`config.mk`:
```
export PLATFORM = sky130hd
export DESIGN_NAME = neighbor_scan
export DESIGN_NICKNAME = d
export VERILOG_FILES = /design/src/rtl/neighbor_scan.sv
export SDC_FILE = /design/constraint.sdc
export NUM_CORES = 1
export LEC_CHECK = 0
export ABC_AREA = 1
export CORE_UTILIZATION = 52
export DETAILED_ROUTE_END_ITERATION = 8
export PLACE_DENSITY = 0.83
export SYNTH_ARGS = -nofsm -noshare
export SYNTH_HDL_FRONTEND = slang
export SYNTH_SLANG_ARGS = --single-unit
```
`constraint.sdc`:
```
create_clock -name clk -period 4.5 [get_ports clk]
set_clock_uncertainty 0.05 [all_clocks]
set_input_delay 0.675 -clock clk [delete_from_list [all_inputs] [get_ports clk]]
set_output_delay 0.675 -clock clk [all_outputs]
set_load 0.01 [all_outputs]
```
`src/rtl/neighbor_scan.sv`:
```
// Sequentially scans one event's 5x5 neighbour-index array, reads the pixel-state memory for each
// in-frame index and streams out node IDs of occupied neighbours that fall inside the time window.
module neighbor_scan #(
    parameter int TOT_PIXEL    = 12000,
    parameter int MAX_DS_RANGE = 25,
    parameter int TS_W         = 16,
    parameter int NODE_W       = 12,
    parameter int TS_WINDOW    = 1000,
    localparam int IDX_W  = $clog2(TOT_PIXEL) + 2,
    localparam int ADDR_W = $clog2(TOT_PIXEL),
    localparam int CNT_W  = $clog2(MAX_DS_RANGE + 1),
    localparam int MEM_W  = 1 + TS_W + NODE_W
) (
    input  logic                          clk,
    input  logic                          rstn,
    input  logic                          in_valid,
    output logic                          in_ready,
    input  logic [MAX_DS_RANGE*IDX_W-1:0] neighbor_pixels,
    input  logic [TS_W-1:0]               cur_ts,
    output logic                          mem_rd_en,
    output logic [ADDR_W-1:0]             mem_rd_addr,
    input  logic [MEM_W-1:0]              mem_rd_data,
    output logic                          nb_valid,
    input  logic                          nb_ready,
    output logic [NODE_W-1:0]             nb_node_id,
    output logic                          done,
    output logic [CNT_W-1:0]              nb_count
);

    localparam int SEL_W = $clog2(MAX_DS_RANGE);
    localparam logic [SEL_W-1:0] LAST_IDX = SEL_W'(MAX_DS_RANGE - 1);
    localparam logic [IDX_W-1:0] TOT_LIM  = IDX_W'(TOT_PIXEL);
    localparam logic [TS_W-1:0]  WIN_LIM  = TS_W'(TS_WINDOW);

    typedef enum logic [2:0] {S_IDLE, S_SCAN, S_WAIT, S_EMIT, S_DONE} state_t;

    state_t              r_state;
    logic [IDX_W-1:0]    r_array [MAX_DS_RANGE];
    logic [TS_W-1:0]     r_cur_ts;
    logic [SEL_W-1:0]    r_idx;
    logic [CNT_W-1:0]    r_hits;
    logic                r_in_ready;
    logic                r_mem_rd_en;
    logic [ADDR_W-1:0]   r_mem_rd_addr;
    logic                r_nb_valid;
    logic [NODE_W-1:0]   r_nb_node_id;
    logic                r_done;
    logic [CNT_W-1:0]    r_nb_count;

    logic [IDX_W-1:0]    w_in_entry [MAX_DS_RANGE];
    logic [IDX_W-1:0]    w_next_entry;
    logic                w_rd_occ;
    logic [TS_W-1:0]     w_rd_ts;
    logic [NODE_W-1:0]   w_rd_node;
    logic [TS_W-1:0]     w_age;
    logic                w_hit;
    logic                w_adv;
    logic [CNT_W-1:0]    w_hits_final;

    // Indices are signed: negative or past the frame means "no neighbour".
    function automatic logic f_in_range(input logic [IDX_W-1:0] e);
        return !e[IDX_W-1] && (e < TOT_LIM);
    endfunction

    generate
        for (genvar gi = 0; gi < MAX_DS_RANGE; gi++) begin : g_unpack
            assign w_in_entry[gi] = neighbor_pixels[gi*IDX_W +: IDX_W];
        end
    endgenerate

    always_comb begin
        w_next_entry = '1;
        if (r_idx != LAST_IDX) begin
            w_next_entry = r_array[r_idx + 1'b1];
        end
    end

    assign w_rd_occ  = mem_rd_data[MEM_W-1];
    assign w_rd_ts   = mem_rd_data[NODE_W +: TS_W];
    assign w_rd_node = mem_rd_data[NODE_W-1:0];
    assign w_age     = r_cur_ts - w_rd_ts;
    assign w_hit     = w_rd_occ && (w_age <= WIN_LIM);

    // In SCAN the read strobe doubles as the "current entry is in range" flag.
    assign w_adv = ((r_state == S_SCAN) && !r_mem_rd_en)
                || ((r_state == S_WAIT) && !w_hit)
                || ((r_state == S_EMIT) && nb_ready);
    assign w_hits_final = (r_state == S_EMIT) ? r_hits + 1'b1 : r_hits;

    always_ff @(posedge clk or negedge rstn) begin
        if (!rstn) begin
            r_state       <= S_IDLE;
            r_cur_ts      <= '0;
            r_idx         <= '0;
            r_hits        <= '0;
            r_in_ready    <= 1'b1;
            r_mem_rd_en   <= 1'b0;
            r_mem_rd_addr <= '0;
            r_nb_valid    <= 1'b0;
            r_nb_node_id  <= '0;
            r_done        <= 1'b0;
            r_nb_count    <= '0;
            for (int i = 0; i < MAX_DS_RANGE; i++) begin
                r_array[i] <= '0;
            end
        end else begin
            r_mem_rd_en <= 1'b0;
            r_done      <= 1'b0;
            case (r_state)
                S_IDLE: begin
                    if (in_valid && r_in_ready) begin
                        for (int i = 0; i < MAX_DS_RANGE; i++) begin
                            r_array[i] <= w_in_entry[i];
                        end
                        r_cur_ts   <= cur_ts;
                        r_idx      <= '0;
                        r_hits     <= '0;
                        r_in_ready <= 1'b0;
                        r_state    <= S_SCAN;
                        if (f_in_range(w_in_entry[0])) begin
                            r_mem_rd_en   <= 1'b1;
                            r_mem_rd_addr <= w_in_entry[0][ADDR_W-1:0];
                        end
                    end
                end
                S_SCAN: begin
                    if (r_mem_rd_en) begin
                        r_state <= S_WAIT;
                    end
                end
                S_WAIT: begin
                    if (w_hit) begin
                        r_nb_valid   <= 1'b1;
                        r_nb_node_id <= w_rd_node;
                        r_state      <= S_EMIT;
                    end
                end
                S_EMIT: begin
                    if (nb_ready) begin
                        r_nb_valid <= 1'b0;
                        r_hits     <= r_hits + 1'b1;
                    end
                end
                S_DONE: begin
                    r_in_ready <= 1'b1;
                    r_state    <= S_IDLE;
                end
                default: r_state <= S_IDLE;
            endcase

            if (w_adv) begin
                if (r_idx == LAST_IDX) begin
                    r_state    <= S_DONE;
                    r_done     <= 1'b1;
                    r_nb_count <= w_hits_final;
                end else begin
                    r_idx   <= r_idx + 1'b1;
                    r_state <= S_SCAN;
                    if (f_in_range(w_next_entry)) begin
                        r_mem_rd_en   <= 1'b1;
                        r_mem_rd_addr <= w_next_entry[ADDR_W-1:0];
                    end
                end
            end
        end
    end

    assign in_ready    = r_in_ready;
    assign mem_rd_en   = r_mem_rd_en;
    assign mem_rd_addr = r_mem_rd_addr;
    assign nb_valid    = r_nb_valid;
    assign nb_node_id  = r_nb_node_id;
    assign done        = r_done;
    assign nb_count    = r_nb_count;

endmodule

```
* Word level (Yosys, flattened, before mapping)
Cells that the tools add are included.
** Cells by class
- $add $sub $neg :: 3
- Order comparisons :: 4
- Eq/ne operators :: 13
- Mux-type cells :: 37
- Bitwise gates (word level) :: 1
- Reductions and logical operators :: 24
** Operators with widths (number)
- two-way mux 14 bit :: 6
- binary-select mux 16 bit (select 5 bit) :: 1
- two-way mux 16 bit :: 3
- two-way mux 5 bit :: 7
- < comparator 16 x 14 -> 1 bit (second input constant) :: 2
- <= comparator 16 x 10 -> 1 bit (second input constant) :: 1
- subtractor 16 bit :: 1
- two-way mux 3 bit :: 5
- case mux 3 bit (4 select lines) :: 1
- two-way mux 1 bit :: 11
- adder 5 x 1 -> 5 bit (second input constant) :: 2
- case mux 5 bit (2 select lines) :: 1
- != test 3 bit (second input constant) :: 3
- != test 2 bit (second input constant) :: 4
- AND reduction 2 bit :: 4
- logical AND 1 bit :: 7
- equality test 3 x 2 -> 1 bit (second input constant) :: 2
- >= comparator 6 bit (second input constant) :: 1
- inverter 5 -> 6 bit :: 1
- AND reduction 3 bit :: 2
- nonzero test 2 bit :: 3
- equality test 5 bit (second input constant) :: 1
- != test 5 bit (second input constant) :: 1
- logical NOT 1 bit :: 4
- other kinds (6) :: 8
** Word-level totals
- Flip-flop bits (word level) :: 464
- Input bits :: 449
- Output and inout bits :: 35
- Logic and storage cells :: 118

* Depth between registers and ports, before layout
Gate-level depths: netlist (run 1).
- Depth after elaboration :: 11
- Gate-level depth with buffers :: 22
- Mapped depth without buffers :: 21

* Worst setup path before layout (run 1)
OpenSTA, ideal clock, no wires.
- Path type :: reg2reg
- Start point :: register r_idx[0]
- End point :: register r_mem_rd_addr[4], in the netlist mem_rd_addr[4]
- Library setup time :: 0.117 ns
- Arrival time :: 3.076 ns
- Required time :: 4.333 ns
- Path slack :: 1.257 ns
- Cell stages (with the launch flop) :: 21
- Path buffers :: 6
- Period minus slack after synthesis :: 3.243 ns
- Cells stage by stage :: dfrtp_1 inv_2 buf_2 clkbuf_1 clkbuf_1 ha_1 buf_2 buf_2 nor2_1 nand3_1 a21oi_1 nand3_1 nand2_1 inv_1 nand2_1 nor2_4 a21oi_4 nand3_2 buf_6 nand2_1 nand2_1
** Between the ends
- Word-level cells in the longest chain between the ends :: 11
- Elaborated cells between the ends (all ways) :: 14
- Classes of those cells :: add/sub (1); order compare (1); eq/ne (2); mux (7); bitwise (1); reduce/logical (2)
** RTL lines
- start: declaration :: RTL line 40 : logic [SEL_W-1:0] r_idx;
- start signal: assignment :: RTL line 157 : r_idx <= r_idx + 1'b1;
- adder 5 x 1 -> 5 bit :: RTL line 74 : w_next_entry = r_array[r_idx + 1'b1];
- inverter 5 -> 6 bit (not written as such) :: RTL line 74
- binary-select mux 16 bit (select 5 bit) :: RTL line 74
- two-way mux 16 bit (not written as such) (2 in a row) :: RTL line 74
- two-way mux 16 bit :: RTL line 73 : if (r_idx != LAST_IDX) begin
- < comparator 16 x 14 -> 1 bit or logical NOT 1 bit (tied branches) :: RTL line 62 : return !e[IDX_W-1] && (e < TOT_LIM);
- logical AND 1 bit :: RTL line 62
- two-way mux 14 bit :: RTL line 159 : if (f_in_range(w_next_entry)) begin
- two-way mux 14 bit * :: RTL line 152 : if (r_idx == LAST_IDX) begin
- two-way mux 14 bit * :: RTL line 151 : if (w_adv) begin
- end signal: assignment :: RTL line 122 : r_mem_rd_addr <= w_in_entry[0][ADDR_W-1:0];
- end signal: assignment :: RTL line 161 : r_mem_rd_addr <= w_next_entry[ADDR_W-1:0];
- end: declaration :: RTL line 44 : logic [ADDR_W-1:0] r_mem_rd_addr;
Mark *: on every way between the ends. The rest lies on a longest branch, timed or not. The select of a mux whose other input is x is not followed.
A chain may end at the register's enable or synchronous reset.

* Final worst setup path (run 1)
- Start point :: register r_idx[0]
- End point :: register r_mem_rd_addr[10], in the netlist mem_rd_addr[10]
The elaborated chain is that of the path after synthesis.

==> results_dict.tcl, run 1 <==
set metrics [dict create \
    status "finished clean" \
    crit_family "simple AND/OR/NAND/NOR gates" \
    postCtsSetupRepairBufs 0 \
    cts_hold_buf 0 \
    busiest_layer "met2" \
    die_w_um 212 \
    grt_max_degree 262 \
    drt-wirelength-per-cell_um 18.3 \
    path_buf_inv 3 \
    yosysTopAreaCell "dfrtp_1" \
    avgSynthCellArea_um2 7.44 \
    yosys.area_share.simple_pct 26.1 \
    synth_cell_types 37 \
    dr.pass1.iters 6 \
    cts_tree "yes" \
    slew_headroom_pct 31.1 \
    wl_um 75100 \
    rr_startpoint "r_idx[0]$_DFF_PN0_" \
    yosys_warnings 0 \
    syn_area_mm2 0.0230 \
    rows 76 \
    portBuffers 483 \
    place_inst 4006 \
    initial_core_util_pct 53.1 \
    irDropWorstVdd_v 0.000272 \
    routed-via-count 21858 \
    final_common_cell "nand2_1" \
    synth.area.mux_share_pct 0 \
    cp_common_cell "nand3_1" \
    worstSetupPathType "reg -> reg" \
    yosysSeqAreaShare_pct 50.4 \
    placed_area_mm2 0.0282 \
    synth_compound_area_share_pct 12.1 \
    cp.required_ps 4920 \
    stdcell_count 4104 \
    grt_pass1_wl_um 115000 \
    finalHoldViolCount 0 \
    worstSetupStartpointType "flip-flop" \
    grt_pass1_vias 21117 \
    overflow 0 \
    synth_area_leaders "dfrtp_1 (50%), nand2_1 (18%), o21ai_0 (8.9%), inv_1 (6.5%), nand3_1 (5.7%)" \
    synthArstFlopShare_pct 100 \
    die-area_mm2 0.0451 \
    hpwl_um 52700 \
    clockBufferDepth 3 \
    finalCritPeriodShare_pct 80.8 \
    fin_crit_ps 3640 \
    grt_usage_pct 33.3 \
    fin_setup_tns_ps 0 \
    ant_nets 0 \
    clock_latency_ps 590 \
    worstMarginPinSlew_ps 1030 \
    nets 3939 \
    synth_edf_count 0 \
    setup_viol 0 \
    arrival_ps 4060 \
    drive_above_1_share_pct 3.68 \
    cts_sinks 464 \
    cp_cell_sequence "inv_6 > ha_4 > inv_4 > buf_4 > nand3_1 > nand3_1 > nand3_1 > nand3_1 > nand2_1 > nand3_1 > nor2_4 > a21oi_4 > nand3_2 > nand2_1 > nand2_1" \
    drc_errors 0 \
    cts_buffers 48 \
    areaGrowthSynthToFinish_pct 29.7 \
    ys_seq_elements 464 \
    clockRootBuffer "clkbuf_16" \
    critPathLaunch "r_idx[0]$_DFF_PN0_" \
    cp_max_fo 49 \
    grt_util_met1_pct 42.5 \
    cts_resized 0 \
    maxSlewViolCount 0 \
    drv_cap 0 \
    antenna_found_initial 14 \
    ys.flop_type "dfrtp_1" \
    synthXorXnorAreaFrac_pct 0.304 \
    yosysTopAreaCellShare_pct 50.3 \
    drt_iter0_drc 2343 \
    postLayoutCellArea_mm2 0.0299 \
    end_kind "flip-flop" \
    synth_cells 3096 \
    critPathSlowestCell "dfrtp_4" \
    path_clk_slew_ps 60 \
    hold_class "in -> async" \
    grt_util_met2_pct 53.8 \
    die_y_um 212 \
    gp_congestion 0.907 \
    rsz0062_at_grt "no" \
    fmax_mhz 275 \
    p_per_area_mw_per_mm2 298 \
    io_pins 484 \
    htree_levels 2 \
    slowest_delay_ps 520 \
    hold_ws_ps 31.9 \
    core-area_mm2 0.0434 \
    via_per_inst 5.33 \
    synth_nets 3564 \
    p_total_mw 8.90 \
    synth_top_family_by_area "simple AND/OR/NAND/NOR gates" \
    final_cell_mix "nand2_1 (1130), clkdlybuf4s50_1 (482), dfrtp_1 (462), o21ai_0 (411), inv_1 (401)" \
    synthAdderAreaFrac_pct 1.03 \
    grt_use_met3_pct 5.69 \
    p_leak_nw 14.7 \
]
-- registers in the layout, indices dropped and copies added, names as in the netlist --
register / cells
nb_count: 5
in_ready: 1
nb_valid: 1
r_state: 3
mem_rd_addr: 14
r_idx: 5
r_array: 400
mem_rd_en: 1
nb_node_id: 12
r_hits: 5
r_cur_ts: 16
done: 1
-- synth_stat cells (8+ instances only) --
cell type,n
a21oi_1,94
buf_1,9
buf_2,29
clkbuf_1,139
dfrtp_1,463
ha_1,19
inv_1,401
nand2_1,1130
nand3_1,264
nand4_1,25
nor2_1,36
nor3_1,8
o211ai_1,22
o21ai_0,411
-- worst register-to-register path: stages (launching register included) --
cell and delay (ps):
dfrtp_4 520, inv_6 80, ha_4 290, inv_4 510, buf_4 370, nand3_1 130, nand3_1 90, nand3_1 100
nand3_1 150, nand2_1 100, nand3_1 140, nor2_4 60, a21oi_4 370, nand3_2 340, nand2_1 160, nand2_1 60
-- metal layers --
metal / vias up / share of wire, %
met5: - / 0.093
met4: 10 / 5.4
met3: 206 / 7.8
met2: 981 / 46
met1: 10205 / 40
li1: 10456 / -
-- report_power, final --
part | switching (mW) | internal (mW) | leakage, nW | total [mW]
Sequential | 0.00173 | 4.17 | 4.94 | 4.18
Clock | 1.71 | 2.45 | 0.832 | 4.15
Combinational | 0.209 | 0.365 | 8.93 | 0.573
Total | 1.92 | 6.99 | 14.7 | 8.90
-- cell families (layout without fill, tap and decap cells) --
kind of cell,Yosys count,in the layout
other,0,10
DFF,464,464
xor gates and xnor gates,5,5
buffers and inverters,591,1004
and+or+nand+nor,1478,1478
AOI/OAI and AO/OA,539,539
adders and majority gates,19,19
-- path summary, 6_finish.rpt --
| kind | cells after the start | slack, ps | end |
|---|---|---|---|
| max | 15 | 860 | mem_rd_addr[10]$_DFF_PN0_ |
| min | 1 | 30 | r_array[22]$_DFFE_PN0P_ |
| max reg2reg | 15 | 860 | mem_rd_addr[10]$_DFF_PN0_ |
| min reg2reg | 2 | 420 | r_array[115]$_DFFE_PN0P_ |
| max in group asynchronous | 2 | 3140 | r_array[281]$_DFFE_PN0P_ |
| min in group clk | 2 | 420 | r_array[115]$_DFFE_PN0P_ |
-- area by class of cell --
type,count,area (um2)
fill,3486,13500
sequential,464,11600
timing repair buffer,510,5140
clock inverter,16,178
clock buffer,72,1480
antenna,10,25.0
multi-input combinational,2041,9160
tap,585,732
inverter,406,1530
-- per-stage QoR --
step / worst slack, ps / utilization, %
2_1_floorplan: 1260 / -
3_3_place_gp: 955 / 65.0
3_5_place_dp: 905 / 65.0
4_1_cts: 916 / 68.8
5_1_grt: 526 / 68.8
6_report: 862 / 68.9
No activity file was read; power rests on OpenSTA's default activity.
==> run 2: changes to the inputs <==
--- a/config.mk
+++ b/config.mk
@@ -6,9 +6,9 @@
 export NUM_CORES = 1
 export LEC_CHECK = 0
 export ABC_AREA = 1
-export CORE_UTILIZATION = 52
+export CORE_UTILIZATION = 47
 export DETAILED_ROUTE_END_ITERATION = 8
-export PLACE_DENSITY = 0.83
+export PLACE_DENSITY = 0.79
 export SYNTH_ARGS = -nofsm -noshare
 export SYNTH_HDL_FRONTEND = slang
 export SYNTH_SLANG_ARGS = --single-unit
==> constraint.sdc (replaced) <==
create_clock -name clk -period 3.05 [get_ports clk]
set_clock_uncertainty 0.05 [all_clocks]
set_input_delay 0.4575 -clock clk [delete_from_list [all_inputs] [get_ports clk]]
set_output_delay 0.4575 -clock clk [all_outputs]
set_load 0.01 [all_outputs]
==> run 2 against run 1 <==
Hold slack better by 310 ps; clock power is 41% higher; fmax is 27% higher; routed wire length is 2.0% higher; cell count is 2.4% higher; register-to-register slack worse by 680 ps; sequential power is 47% higher; utilization is 5.1 points lower; sequential share of layout area is 0.98 points lower; via count is 0.20% lower; non-clock buffer count is 68 higher; design area is 2.6% higher.
==> results_dict.tcl, run 2 (synthesis gave the netlist of run 1 again) <==
set metrics [dict create \
    status "finished clean" \
    worstSetupPathType "reg -> reg" \
    rows 80 \
    via_per_inst 5.19 \
    path_clk_slew_ps 60 \
    clockBufferDepth 3 \
    rsz0062_at_grt "no" \
    fin_crit_ps 2870 \
    drt-wirelength-per-cell_um 18.2 \
    r2r_slack_ps 180 \
    final_cell_mix "nand2_1 (1130), clkdlybuf4s50_1 (482), dfrtp_1 (462), o21ai_0 (411), inv_1 (399)" \
    worstSetupStartpointType "flip-flop" \
    areaGrowthSynthToFinish_pct 33.0 \
    fmax_mhz 349 \
    busiest_layer "met2" \
    p_per_area_mw_per_mm2 421 \
    wl_um 76600 \
    hold_class "in -> reg" \
    die-area_mm2 0.0499 \
    fill_cells 4163 \
    setup_viol 0 \
    routed-via-count 21815 \
    arrival_ps 3300 \
    die_y_um 223 \
    grt_util_met1_pct 39.1 \
    grt_util_met2_pct 49.8 \
    slew_headroom_pct 56.6 \
    setup_ws_ps 185 \
    cts_buffers 49 \
    grt_pass1_vias 21452 \
    portBuffers 483 \
    io_pins 484 \
    overflow 0 \
    rr_worst_depth 16 \
    worstMarginPinSlew_ps 651 \
    cp.required_ps 3490 \
    finalHoldViolCount 0 \
    clock_latency_ps 600 \
    cts_sinks 464 \
    drv_cap 0 \
    grt_use_met3_pct 5.91 \
    crit_path_end "mem_rd_addr[0]$_DFF_PN0_" \
    critPathLaunch "r_idx[0]$_DFF_PN0_" \
    die_w_um 223 \
    core-area_mm2 0.0480 \
    htree_levels 2 \
    antenna_found_initial 21 \
    end_kind "flip-flop" \
    ant_nets 0 \
    place_ws_ps -187 \
    placed_area_mm2 0.0289 \
    irDropWorstVdd_v 0.000333 \
    maxSlewViolCount 0 \
    p_leak_nw 15.1 \
    rr_startpoint "r_idx[0]$_DFF_PN0_" \
    timing.rr.end "mem_rd_addr[0]$_DFF_PN0_" \
    drc_errors 0 \
    initial_core_util_pct 47.9 \
    final_common_cell "nand2_1" \
    top_register "r_array" \
    dr.pass1.iters 5 \
    largest_register_ff_count 400 \
    grt_pass1_wl_um 118000 \
    hpwl_um 55400 \
    finalCritPeriodShare_pct 93.9 \
    gp_congestion 0.932 \
    drive_above_1_share_pct 5.40 \
    nets 4009 \
    cts_tree "yes" \
    grt_max_degree 132 \
    postLayoutCellArea_mm2 0.0306 \
    cp_max_fo 24 \
    drt_iter0_drc 1983 \
    clockRootBuffer "clkbuf_16" \
    grt_usage_pct 30.7 \
]
-- run 2: cell types whose count changed in the layout (fill, tap and decap cells not counted), moves of 4 or more --
| cell | change |
|---|---|
| buf_4 | +47 |
| buf_12 | +17 |
| clkbuf_8 | -13 |
| clkbuf_1 | +9 |
| diode_2 | +4 |
-- run 2: where the power goes --
part / internal, mW / switching (mW)
registers: 6.16 / 0.00278
clock network: 3.36 / 2.49
logic: 0.565 / 0.320
-- run 2: worst min-delay path by stage --
| stage | startpoint | endpoint | slack (ps) | cells after the start |
|---|---|---|---|---|
| 2_1_floorplan | rstn | done$_DFF_PN0_ | 110 | 0 |
| 3_3_place_gp | r_array[48]$_DFFE_PN0P_ | r_array[48]$_DFFE_PN0P_ | 400 | 2 |
| 3_5_place_dp | r_array[291]$_DFFE_PN0P_ | r_array[291]$_DFFE_PN0P_ | 400 | 2 |
| 4_1_cts | neighbor_pixels[80] | r_array[304]$_DFFE_PN0P_ | 310 | 3 |
| 5_1_grt | neighbor_pixels[96] | r_array[288]$_DFFE_PN0P_ | 350 | 3 |
| 6_report | neighbor_pixels[80] | r_array[304]$_DFFE_PN0P_ | 340 | 3 |
-- run 2: worst max-delay path, stage by stage, from the launching register on --
cell and delay [ps]:
dfrtp_4 490, inv_6 60, ha_4 300, buf_12 210, buf_4 170, nand3_1 80
nand3_1 140, nand3_1 180, nand2_1 130, nand2_1 50, nand3_1 150, nand2_1 70
nor2_1 120, nand3_2 170, buf_4 210, nand4_1 90, nand2_1 70
-- run 2: per-layer routing --
layer	vias to the layer above	part of all wire (%)
li1	10623	-
met3	195	7.2
met1	10107	40
met4	16	4.9
met5	-	0.13
met2	874	47
-- run 2: through the flow --
stage | hold slack (ps) | setup TNS, ps | cells | util [%] | power, mW
6_report | 339 | 0 | 4203 | 63.8 | 12.9
5_1_grt | 347 | 0 | 4199 | 63.7 | 13.3
4_1_cts | 309 | 0 | 4183 | 63.4 | 13.0
3_5_place_dp | 403 | -3600 | 4098 | 60.2 | 7.16
3_3_place_gp | 398 | -2320 | 4098 | 60.2 | 7.16
2_1_floorplan | 112 | 0 | 3096 | - | 6.34
-- run 2: timing repair --
item | in CTS | in global routing
endpoints found under the hold margin | 54 | 0
gates resized for setup | 0 | 13
buffers inserted | 0 | 4
hold buffers | 1 | 0
endpoints found under the setup margin | 0 | 15
-- run 2: layout make-up --
cell class	instances	area [um2]	area share (%)
clock inverters	15	180	0.588
repair buffers	578	5930	19.3
clock buffers	69	1360	4.44
diodes	14	35.0	0.114
repair inverters	1	5.00	0.0163
flip-flops and latches	464	11600	37.9
multi-input cells	2041	9200	30.0
well taps	615	769	2.51
inverters	406	1540	5.04
